`config.mk`:
```
export PLATFORM = sky130hd
export DESIGN_NAME = hilo_mult_unit_flat
export DESIGN_NICKNAME = d
export VERILOG_FILES = /design/src/rtl/hilo_mult_unit_if.sv /design/src/rtl/hilo_mult_unit.sv /design/src/flat_wrapper.sv
export SDC_FILE = /design/constraint.sdc
export NUM_CORES = 1
export LEC_CHECK = 0
export CAP_MARGIN = 10
export CORE_ASPECT_RATIO = 0.5
export CORE_MARGIN = 10
export CORE_UTILIZATION = 55
export CTS_CLUSTER_DIAMETER = 120
export DETAILED_ROUTE_END_ITERATION = 8
export PLACE_DENSITY = 0.79
export SETUP_SLACK_MARGIN = 0.3
export SKIP_CTS_REPAIR_TIMING = 1
export SYNTH_ARGS = -nofsm -noshare
export SYNTH_HDL_FRONTEND = slang
export SYNTH_SLANG_ARGS = --single-unit
```
`constraint.sdc`:
```
create_clock -name clk -period 12.2 [get_ports clk]
set_input_delay 2.44 -clock clk [delete_from_list [all_inputs] [get_ports clk]]
set_output_delay 2.44 -clock clk [all_outputs]
set_load 0.02 [all_outputs]
```
`src/rtl/hilo_mult_unit_if.sv`:
```
// hilo_mult_unit_if: command/result bundle between EX-stage control and the HI/LO multiply unit.
interface hilo_mult_unit_if #(parameter int WIDTH = 32);
    logic             start;
    logic [2:0]       op;
    logic [WIDTH-1:0] a;
    logic [WIDTH-1:0] b;
    logic             busy;
    logic             done;
    logic [WIDTH-1:0] hi;
    logic [WIDTH-1:0] lo;
    modport master (output start, op, a, b, input busy, done, hi, lo);
    modport slave (input start, op, a, b, output busy, done, hi, lo);
endinterface

```
`src/rtl/hilo_mult_unit.sv`:
```
// hilo_mult_unit: HI/LO owner; radix-2 shift-add MULT/MULTU/MADD/MSUB plus single-cycle MTHI/MTLO.
module hilo_mult_unit #(
    parameter int WIDTH = 32,
    parameter int CNT_W = 6
) (
    input logic          clk,
    input logic          reset_n,
    hilo_mult_unit_if.slave bus
);
    typedef enum logic [1:0] {IDLE, CALC, FIN} state_t;
    localparam logic [2:0] OP_MULTU = 3'd1;
    localparam logic [2:0] OP_MADD  = 3'd2;
    localparam logic [2:0] OP_MSUB  = 3'd3;
    localparam logic [2:0] OP_MTHI  = 3'd4;
    localparam logic [2:0] OP_MTLO  = 3'd5;
    state_t               state_q, state_d;
    logic [2*WIDTH-1:0]   mcand_q, acc_q, prod, hilo, res;
    logic [WIDTH-1:0]     mplier_q, hi_q, lo_q, a_mag, b_mag;
    logic [CNT_W-1:0]     cnt_q;
    logic [2:0]           op_q;
    logic                 sign_q, done_q, accept, is_signed;
    // the iteration runs on magnitudes; the sign is reapplied once at FIN
    always_comb begin
        accept    = state_q == IDLE && bus.start && !bus.op[2];
        is_signed = bus.op != OP_MULTU;
        a_mag     = is_signed && bus.a[WIDTH-1] ? -bus.a : bus.a;
        b_mag     = is_signed && bus.b[WIDTH-1] ? -bus.b : bus.b;
        prod      = sign_q ? -acc_q : acc_q;
        hilo      = {hi_q, lo_q};
        res       = op_q == OP_MADD ? hilo + prod : op_q == OP_MSUB ? hilo - prod : prod;
        state_d   = state_q == IDLE ? (accept ? CALC : IDLE)
                  : state_q == CALC ? (cnt_q == CNT_W'(WIDTH - 1) ? FIN : CALC)
                  : IDLE;
    end
    always_ff @(posedge clk) begin
        if (!reset_n) state_q <= IDLE;
        else          state_q <= state_d;
    end
    always_ff @(posedge clk) begin
        if (!reset_n) begin
            mcand_q  <= '0;
            mplier_q <= '0;
            acc_q    <= '0;
            cnt_q    <= '0;
            op_q     <= '0;
            sign_q   <= 1'b0;
            done_q   <= 1'b0;
            hi_q     <= '0;
            lo_q     <= '0;
        end else begin
            done_q <= state_q == FIN;
            if (state_q == IDLE && bus.start) begin
                if (accept) begin
                    mcand_q  <= {{WIDTH{1'b0}}, a_mag};
                    mplier_q <= b_mag;
                    sign_q   <= is_signed & (bus.a[WIDTH-1] ^ bus.b[WIDTH-1]);
                    op_q     <= bus.op;
                    acc_q    <= '0;
                    cnt_q    <= '0;
                end else if (bus.op == OP_MTHI) hi_q <= bus.a;
                else if (bus.op == OP_MTLO) lo_q <= bus.a;
            end
            if (state_q == CALC) begin
                acc_q    <= mplier_q[0] ? acc_q + mcand_q : acc_q;
                mcand_q  <= mcand_q << 1;
                mplier_q <= mplier_q >> 1;
                cnt_q    <= cnt_q + CNT_W'(1);
            end
            if (state_q == FIN) {hi_q, lo_q} <= res;
        end
    end
    assign bus.busy = state_q != IDLE;
    assign bus.done = done_q;
    assign bus.hi   = hi_q;
    assign bus.lo   = lo_q;
endmodule
```
`src/flat_wrapper.sv`:
```
// flat-port wrapper written by rule: the top's interface ports become plain ports
module hilo_mult_unit_flat 
#(
    parameter int WIDTH = 32,
    parameter int CNT_W = 6
)
  (clk, reset_n, bus_start, bus_op, bus_a, bus_b, bus_busy, bus_done, bus_hi, bus_lo);
  hilo_mult_unit_if #(.WIDTH(WIDTH)) bus_i ();
  input logic clk;
  input logic reset_n;
  input wire logic [$bits(bus_i.start)-1:0] bus_start;
  input wire logic [$bits(bus_i.op)-1:0] bus_op;
  input wire logic [$bits(bus_i.a)-1:0] bus_a;
  input wire logic [$bits(bus_i.b)-1:0] bus_b;
  output wire logic [$bits(bus_i.busy)-1:0] bus_busy;
  output wire logic [$bits(bus_i.done)-1:0] bus_done;
  output wire logic [$bits(bus_i.hi)-1:0] bus_hi;
  output wire logic [$bits(bus_i.lo)-1:0] bus_lo;
  assign bus_i.start = bus_start;
  assign bus_i.op = bus_op;
  assign bus_i.a = bus_a;
  assign bus_i.b = bus_b;
  assign bus_busy = bus_i.busy;
  assign bus_done = bus_i.done;
  assign bus_hi = bus_i.hi;
  assign bus_lo = bus_i.lo;
  hilo_mult_unit #(.WIDTH(WIDTH), .CNT_W(CNT_W)) u_core (.clk(clk), .reset_n(reset_n), .bus(bus_i));
endmodule
```
Word-level counts from Yosys, hierarchy flattened:

Index checks and enable logic that the tools add are counted.

* register bits: 237
* output and inout bits: 66

* bitwise gates (word level): 3
* $add $sub $neg: 7
* reductions and logical operators: 18
* equal/unequal tests: 11
* mux-type cells: 31

Operators with widths (count)
* $mux 64: 10
* $mux 32: 11
* $add 64x64->64: 2
* $mux 31: 3
* $neg 32->32: 2
* $neg 64->64: 1
* $sub 64x64->64: 1
* $mux 6: 3
* $reduce_bool 2->1: 6
* $add 6x1->6 const B: 1
* $eq 3x2->1 const B: 2
* $eq 3x3->1 const B: 2
* $eq 6x5->1 const B: 1
* $mux 2: 3
* $reduce_and 3->1: 2
* $logic_and 1x1->1: 4
* $ne 2x1->1 const B: 2
* $reduce_and 2->1: 2
* $reduce_and 4->1: 1
* $ne 3x1->1 const B: 1
* $eq 2x1->1 const B: 1
* $eq 2x2->1 const B: 1
* $logic_not 2->1: 1
* $ne 2x2->1 const B: 1
* 6 further kinds: 6

Depth between registers and ports, before layout:

Gate-level depths: netlist (run 1).

* depth after elaboration: 6
* mapped depth: 25

Worst setup path after synthesis (run 1):

No wires, ideal clock.

* path type: reg-to-reg
* start point: register u_core.acc_q[2]
* end point: register u_core.hi_q[30] (netlist: u_core.bus.hi[30])
* library setup time: 0.130 ns
* data arrival time: 5.292 ns
* data required time: 12.070 ns
* stages on the path, launching flop included: 22
* slack: 6.777 ns
* period minus slack after synthesis: 5.423 ns
* cell sequence: dfxtp_1 nor4_1 nand2_1 or2_2 or3_1 o41ai_1 xor2_1 inv_1 ha_1 clkbuf_1 nand2_1 a21oi_1 a221oi_1 o221ai_1 a2111oi_0 o21ai_0 or2_2 a211oi_1 a21oi_1 a31oi_1 or2_2 nand4_1

* longest elaborated chain between the ends: 6
* elaborated cells between the ends (all ways): 7
* those cells by class: add/sub (3); mux (4)

Ends and longest elaborated chain
* start: declaration: RTL line hilo_mult_unit.sv:17 `logic [2*WIDTH-1:0] mcand_q, acc_q, prod, hilo, res;`
* start signal: assignment: RTL line hilo_mult_unit.sv:64 `acc_q <= mplier_q[0] ? acc_q + mcand_q : acc_q;`
* $neg 64->64: RTL line hilo_mult_unit.sv:28 `prod = sign_q ? -acc_q : acc_q;`
* $mux 64 *: RTL line hilo_mult_unit.sv:28
* $sub 64x64->64: RTL line hilo_mult_unit.sv:30 `res = op_q == OP_MADD ? hilo + prod : op_q == OP_MSUB ? hilo - prod : prod;`
* $mux 64: RTL line hilo_mult_unit.sv:30
* $mux 64 *: RTL line hilo_mult_unit.sv:30
* $mux 32 *: RTL line hilo_mult_unit.sv:69 `if (state_q == FIN) {hi_q, lo_q} <= res;`
* end signal: assignment: RTL line hilo_mult_unit.sv:60 `end else if (bus.op == OP_MTHI) hi_q <= bus.a;`
* end signal: assignment: RTL line hilo_mult_unit.sv:69
* end: declaration: RTL line hilo_mult_unit.sv:18 `logic [WIDTH-1:0] mplier_q, hi_q, lo_q, a_mag, b_mag;`

Mark *: on every way between the ends. The rest lies on a longest branch, timed or not.
A chain may end at the register's enable or synchronous reset.

Final worst setup path (run 1):

Ends and elaborated chain as after synthesis.

==> results.ini, run 1 <==
[clocking]
cts.sinks = 237
cts_made_buffers = 25
htreeDepth = 1
cts_tree = yes
clock_path_buffers = 3
clk_pin_slew_worst_paths_ps = 70
insertion_delay_ps = 580
root_buffer = clkbuf_16

[floorplan]
coreArea_mm2 = 0.0409
rows = 52
initial_utilization_pct = 56.3
die_w_um = 309
ios = 136
dieArea_mm2 = 0.0509
die_height_um = 165

[placed_design]
place_area_mm2 = 0.0245
port_buffers = 135
hpwl_mm = 70.5
gp_congestion = 1.04

[synth]
syn-cell-area_mm2 = 0.0230
syn_avg_cell_area_um2 = 7.17
seq_area_frac_synth_pct = 20.6
yosys-top-cells-area = dfxtp_1, ha_1, a21oi_1
ys_ff_latch = 237
yosysWarnings = 0
ys_types = 87
syn-num-nets = 3472
ys.flop_type = dfxtp_1
syn_inst = 3212
synth_edf_count = 0
synthArstFlopShare_pct = 0
synth.top_cell.area_share_pct = 20.6
yosysTopAreaCell = dfxtp_1

[drt]
ant_nets = 0
vias_per_cell = 6.82
wire_per_inst_um = 24.7
vias = 25600
wl_mm = 92.7
first_iter_violations = 3424
drc = 0
dr.pass1.iters = 8

[global_route]
first_global_vias = 23100
grt_antenna_before_repair = 3
grt_pass1_wl_mm = 140
overflow = 0
grt_usage_pct = 34.8
grt_start_max_net_pins = 74

[worst_setup_path]
crit_required_ps = 12650
reg2reg_depth = 20
path_max_fanout = 12
startpoint_type = flip-flop
cp-end-kind = flip-flop
cp.arrival_ps = 7760
crit_type = flip-flop to flip-flop

[final_layout]
fin_util_pct = 62.2
final_nets = 3451
area_growth_syn_to_layout_pct = 10.4
drive_gt1_share_pct = 4.05
design_area_mm2 = 0.0254
nFillCells = 3822

[power]
powerDensity_mw_per_mm2 = 86.2
ir_drop_v = 0.0000942
power_uw = 2190
p_leak_uw = 0.0103

[sta]
fin_crit_ps = 7310
hold_slack_ps = 476
setup_viol = 0
finalHoldViolations = 0
rsz0062_at_grt = no
finalMaxSlewViolations = 0
post-route-period-util_pct = 59.9
maxSlewHeadroom_pct = 16.9
fin_setup_tns_ps = 0
fin_worst_skew_ps = 14.8
worstMarginPinSlew_ps = 1250
max_freq_mhz = 137

[status]
outcome = completed

[min_path]
min_path_type = flip-flop to flip-flop
whs_path_depth = 2

[run]
drv_cap = 0

==> final cells by class <==
class | count | area, um2 | area share, %
clock inverter | 17 | 251 | 0.990
clock buffer | 29 | 661 | 2.60
multi-input combinational | 2611 | 17000 | 66.7
antenna | 2 | 5.00 | 0.0197
tap | 540 | 676 | 2.66
inverter | 157 | 592 | 2.33
timing repair buffer | 159 | 1530 | 6.01
sequential | 237 | 4750 | 18.7
==> cells in the mapped netlist, types with 33 or more instances <==
cell and number:
o31ai_1 45, inv_1 155, nor3_1 57, o211ai_1 44, a22oi_1 99, a21o_1 60, nand2_1 298, a22o_1 35
or3_1 33, nor4_1 36, dfxtp_1 237, o21ai_0 218, nor2_1 283, a31oi_1 33, xnor2_1 154, nand2b_1 37
clkbuf_1 188, xor2_1 89, nand4_1 38, nand3_1 61, ha_1 187, o21bai_1 36, a21oi_1 380
==> cell families (layout without fill, tap and decap cells) <==
| kind of cell | Yosys count | in the layout | synth area share [%] |
|---|---|---|---|
| AO/OA/AOI/OAI | 1190 | 1190 | 33.2 |
| XOR/XNOR | 243 | 243 | 9.25 |
| adder cells (fa/ha/maj) | 190 | 190 | 10.4 |
| buffers and inverters | 364 | 362 | 5.97 |
| flip-flops | 237 | 237 | 20.6 |
| multiplexers | 8 | 8 | 0.348 |
| other | 0 | 2 | 0 |
| AND/OR/NAND/NOR | 980 | 980 | 20.2 |
==> worst max-delay path, cell delays in order, from the launching register on <==
cell,delay (ps)
dfxtp_1,370
nor4_1,740
nand2_1,450
or2_2,440
or3_1,380
o21ai_0,250
xor2_1,420
inv_1,90
ha_1,420
a21oi_1,270
o211ai_1,150
a221oi_1,430
o221ai_1,310
a2111oi_0,840
o21ai_0,330
or2_2,430
a211oi_1,370
a21oi_1,120
a31oi_1,150
or2_2,130
nand4_1,80
==> routing by layer <==
| layer | up-vias | track usage, % | part of all wire, % | wire [um] |
|---|---|---|---|---|
| met1 | 12200 | 47.3 | 42 | 38800 |
| met5 | - | 0 | 0 | 0 |
| li1 | 11700 | - | - | - |
| met4 | 0 | 11.4 | 3.6 | 3300 |
| met2 | 1453 | 51.4 | 41 | 38400 |
| met3 | 229 | 10.8 | 13 | 12300 |
==> stage by stage <==
step | std cells | setup WS (ps)
after floorplan | 3212 | 6780
after CTS | 3750 | 5110
after global routing | 3750 | 4310
after detailed placement | 3704 | 5180
after global placement | 3704 | 5300
final | 3752 | 4890
==> registers in the layout (all words and copies together) (netlist names) <==
| signal | flops |
|---|---|
| u_core.mplier_q | 32 |
| u_core.op_q | 3 |
| u_core.mcand_q | 64 |
| u_core.bus.done | 1 |
| u_core.sign_q | 1 |
| u_core.state_q | 2 |
| u_core.acc_q | 64 |
| u_core.bus.hi | 32 |
| u_core.cnt_q | 6 |
| u_core.bus.lo | 32 |
==> path summary, 6_finish.rpt <==
| path | start | slack, ps | end |
|---|---|---|---|
| min reg2reg | u_core.mplier_q[0] | 480 | u_core.mplier_q[0] |
| max reg2reg | u_core.acc_q[2] | 4890 | u_core.bus.hi[30] |
| min | u_core.mplier_q[0] | 480 | u_core.mplier_q[0] |
| max | u_core.acc_q[2] | 4890 | u_core.bus.hi[30] |
==> power by group <==
group	switching (uW)	total, uW	internal, uW	leakage [uW]
logic	310	487	177	0.00797
registers	25.1	819	794	0.00192
clock network	382	885	503	0.000440
total	717	2190	1470	0.0103
==> placed cells by master (no fill, tap or decap), types with 99 or more instances in the layout <==
| cell | n |
|---|---|
| ha_1 | 187 |
| a22oi_1 | 99 |
| nor2_1 | 276 |
| inv_1 | 155 |
| xnor2_1 | 154 |
| nand2_1 | 298 |
| clkdlybuf4s50_1 | 134 |
| dfxtp_1 | 235 |
| o21ai_0 | 218 |
| a21oi_1 | 380 |
Power figures use the tool's default switching activity.
==> run 2: changes to the inputs <==
PLACE_DENSITY = 0.81   (was 0.79)
clock period = 5.9 ns   (was 12.2 ns; I/O delays follow)
==> run 2 against run 1 <==
Net effect: power increased by 100%; die area unchanged; sequential power increased by 110%; highest routed layer is now met5; largest cell class unchanged; combinational power up 140%.
==> results.ini, run 2 (synthesis gave the netlist of run 1 again) <==
[worst_setup_path]
path_max_fanout = 6  ; was 12
path_cells = or4_4, or4_4, buf_4, o41ai_2, xor2_2, inv_1, ha_1, buf_4, nor2_1, and3_1, o311ai_0, a21oi_1, buf_4, or2_2, a211oi_2, o21ai_2, a311oi_2, buf_4, mux2i_1, xnor2_1, a221oi_1  ; was nor4_1, nand2_1, or2_2, or3_1, o21ai_0, xor2_1, inv_1, ha_1, a21oi_1, o211ai_1, a221oi_1, o221ai_1, a2111oi_0, o21ai_0, or2_2, a211oi_1, a21oi_1, a31oi_1, or2_2, nand4_1
r2r-end = u_core.bus.hi[20]  ; was u_core.bus.hi[30]
slowest_delay_ps = 590  ; was 840 ps
r2r-start = u_core.acc_q[23]  ; was u_core.acc_q[2]
cp-end-kind = flip-flop  ; unchanged
slowest_stage = or4_4  ; was a2111oi_0
r2r_setup_slack_ps = 420  ; was 4890 ps
crit_type = flip-flop to flip-flop  ; unchanged
cp.arrival_ps = 5950  ; was 7760 ps
startpoint_type = flip-flop  ; unchanged
crit_required_ps = 6380  ; was 12650 ps
cpMostUsedCell = buf_4  ; was or2_2
reg2reg_depth = 21  ; was 20

[clocking]
htreeDepth = 1  ; unchanged
cts.sinks = 237  ; unchanged
clock_path_buffers = 3  ; unchanged
clk_pin_slew_worst_paths_ps = 70  ; about the same
root_buffer = clkbuf_16  ; unchanged
cts_tree = yes  ; unchanged
insertion_delay_ps = 570  ; was 580 ps
cts_made_buffers = 25  ; unchanged

[final_layout]
design_area_mm2 = 0.0273  ; was 0.0254 mm2
multi_input_area_mm2 = 0.0176  ; was 0.0170 mm2
area_growth_syn_to_layout_pct = 18.8  ; was 10.4%
largest_registers = u_core.acc_q x64, u_core.mcand_q x64  ; unchanged
layout_commonest_cell = a21oi_1  ; unchanged
fin_cells = 3930  ; was 3752
antenna_cells = 0  ; was 2
nFillCells = 3547  ; was 3822
final_cell_mix = a21oi_1, nand2_1, nor2_1  ; unchanged
regArea_mm2 = 0.00475  ; unchanged
drive_gt1_share_pct = 11.7  ; was 4.05%
final_nets = 3633  ; was 3451
fin_util_pct = 66.9  ; was 62.2%

[drt]
drc = 0  ; unchanged
first_iter_violations = 3838  ; was 3424
vias = 26500  ; was 25600
wl_mm = 94.5  ; was 92.7 mm
ant_nets = 0  ; unchanged
vias_per_cell = 6.74  ; was 6.82
dr.pass1.iters = 8  ; unchanged
wire_per_inst_um = 24.0  ; was 24.7 um

[sta]
fin_ws_ps = 421  ; was 4890 ps
fin_crit_ps = 5480  ; was 7310 ps
maxSlewHeadroom_pct = 23.7  ; was 16.9%
hold_slack_ps = 460  ; was 476 ps
post-route-period-util_pct = 92.9  ; was 59.9%
finalHoldViolations = 0  ; unchanged
finalMaxSlewViolations = 0  ; unchanged
fin_worst_skew_ps = 14.9  ; was 14.8 ps
setup_viol = 0  ; unchanged
rsz0062_at_grt = yes  ; was no
max_freq_mhz = 183  ; was 137 MHz
worstMarginPinSlew_ps = 1140  ; was 1250 ps

[placed_design]
port_buffers = 135  ; unchanged
preCtsSetupSlack_ps = -170  ; was 5180 ps
place_area_mm2 = 0.0258  ; was 0.0245 mm2
hpwl_mm = 72.4  ; was 70.5 mm
place_inst = 3869  ; was 3704
gp_congestion = 1.05  ; was 1.04

[floorplan]
die_height_um = 165  ; unchanged
rows = 52  ; unchanged
dieArea_mm2 = 0.0509  ; unchanged
coreArea_mm2 = 0.0409  ; unchanged
die_w_um = 309  ; unchanged
initial_utilization_pct = 56.3  ; unchanged
ios = 136  ; unchanged

[status]
outcome = completed  ; unchanged

[power]
powerDensity_mw_per_mm2 = 164  ; was 86.2 mW/mm2
intPower_uw = 3000  ; was 1470 uW
p_clk_share_pct = 36.7  ; was 40.4%
seq_power_share_pct = 37.7  ; was 37.4%
swShare_pct = 33.2  ; was 32.7%
p_leak_uw = 0.0114  ; was 0.0103 uW
comb_power_share_pct = 25.6  ; was 22.2%
ir_drop_v = 0.000199  ; was 0.0000942 V
power_switching_uw = 1490  ; was 717 uW

[run]
drv_cap = 0  ; unchanged

[global_route]
grt_pass1_wl_mm = 141  ; was 140 mm
overflow = 0  ; unchanged
grt_antenna_before_repair = 3  ; unchanged
grt_usage_pct = 34.9  ; was 34.8%
first_global_vias = 23800  ; was 23100
grt_start_max_net_pins = 69  ; was 74

[min_path]
min_path_type = flip-flop to flip-flop  ; unchanged
hold_end = u_core.mplier_q[0]  ; unchanged
whs_path_depth = 2  ; unchanged
min-delay-start = u_core.mplier_q[0]  ; unchanged

## run 2: cell count changes in the layout (fill, tap and decap cells not counted), moves of 7 or more
cell,change
a21oi_1,-10
ha_1,-9
o21ai_1,+8
o41ai_1,-7
xnor2_2,+8
buf_4,+180
o21ai_0,-13
a21oi_2,+9
xor2_2,+9
xnor2_1,-8
xor2_1,-9
o31ai_1,-7
## run 2: area by class of cell
cell class                 count  share of cell area (%)
inverter                     157                    2.17
multi-input combinational   2611                    64.4
clock buffer                  32                    2.46
sequential                   237                    17.4
clock inverter                12                   0.513
tap                          540                    2.47
timing repair buffer         341                    10.6
## run 2: metrics by stage
step | total power [uW] | setup TNS, ps
2_1_floorplan | 2360 | 0
3_3_place_gp | 2760 | -198
3_5_place_dp | 2760 | -170
4_1_cts | 4380 | -349
5_1_grt | 4610 | 0
6_report | 4490 | 0
## run 2: worst max-delay path by stage
stage,end,from,slack (ps)
2_1_floorplan,u_core.bus.hi[30],u_core.acc_q[2],480
3_3_place_gp,u_core.bus.hi[30],u_core.acc_q[7],-150
3_5_place_dp,u_core.bus.hi[30],u_core.acc_q[7],-170
4_1_cts,u_core.bus.hi[30],u_core.acc_q[7],-250
5_1_grt,u_core.bus.hi[30],u_core.acc_q[23],140
6_report,u_core.bus.hi[20],u_core.acc_q[23],420
## run 2: power by group through the flow
stage	Sequential [uW]	Combinational (uW)	Clock (uW)
finish	1690	1150	1650
detailed placement	1720	1040	0
CTS	1690	1050	1650
global route	1690	1210	1700
global placement	1720	1030	0
floorplan	1720	637	0
## run 2: per-layer routing
layer	part of all wire [%]	vias to the layer above	global-route usage, %
met4	3.5	4	10.6
met3	15	283	11.6
li1	-	12100	-
met5	0.024	-	0
met2	39	1724	49.0
met1	42	12400	49.3
## run 2: critical path, delay by kind of cell, from the launching register on
kind	cells	cell delay, ps
buffers and inverters	5	820
xor gates and xnor gates	2	560
DFF	1	320
AOI/OAI and AO/OA	7	1490
and+or+nand+nor	5	1710
muxes	1	110
adders and majority gates	1	380
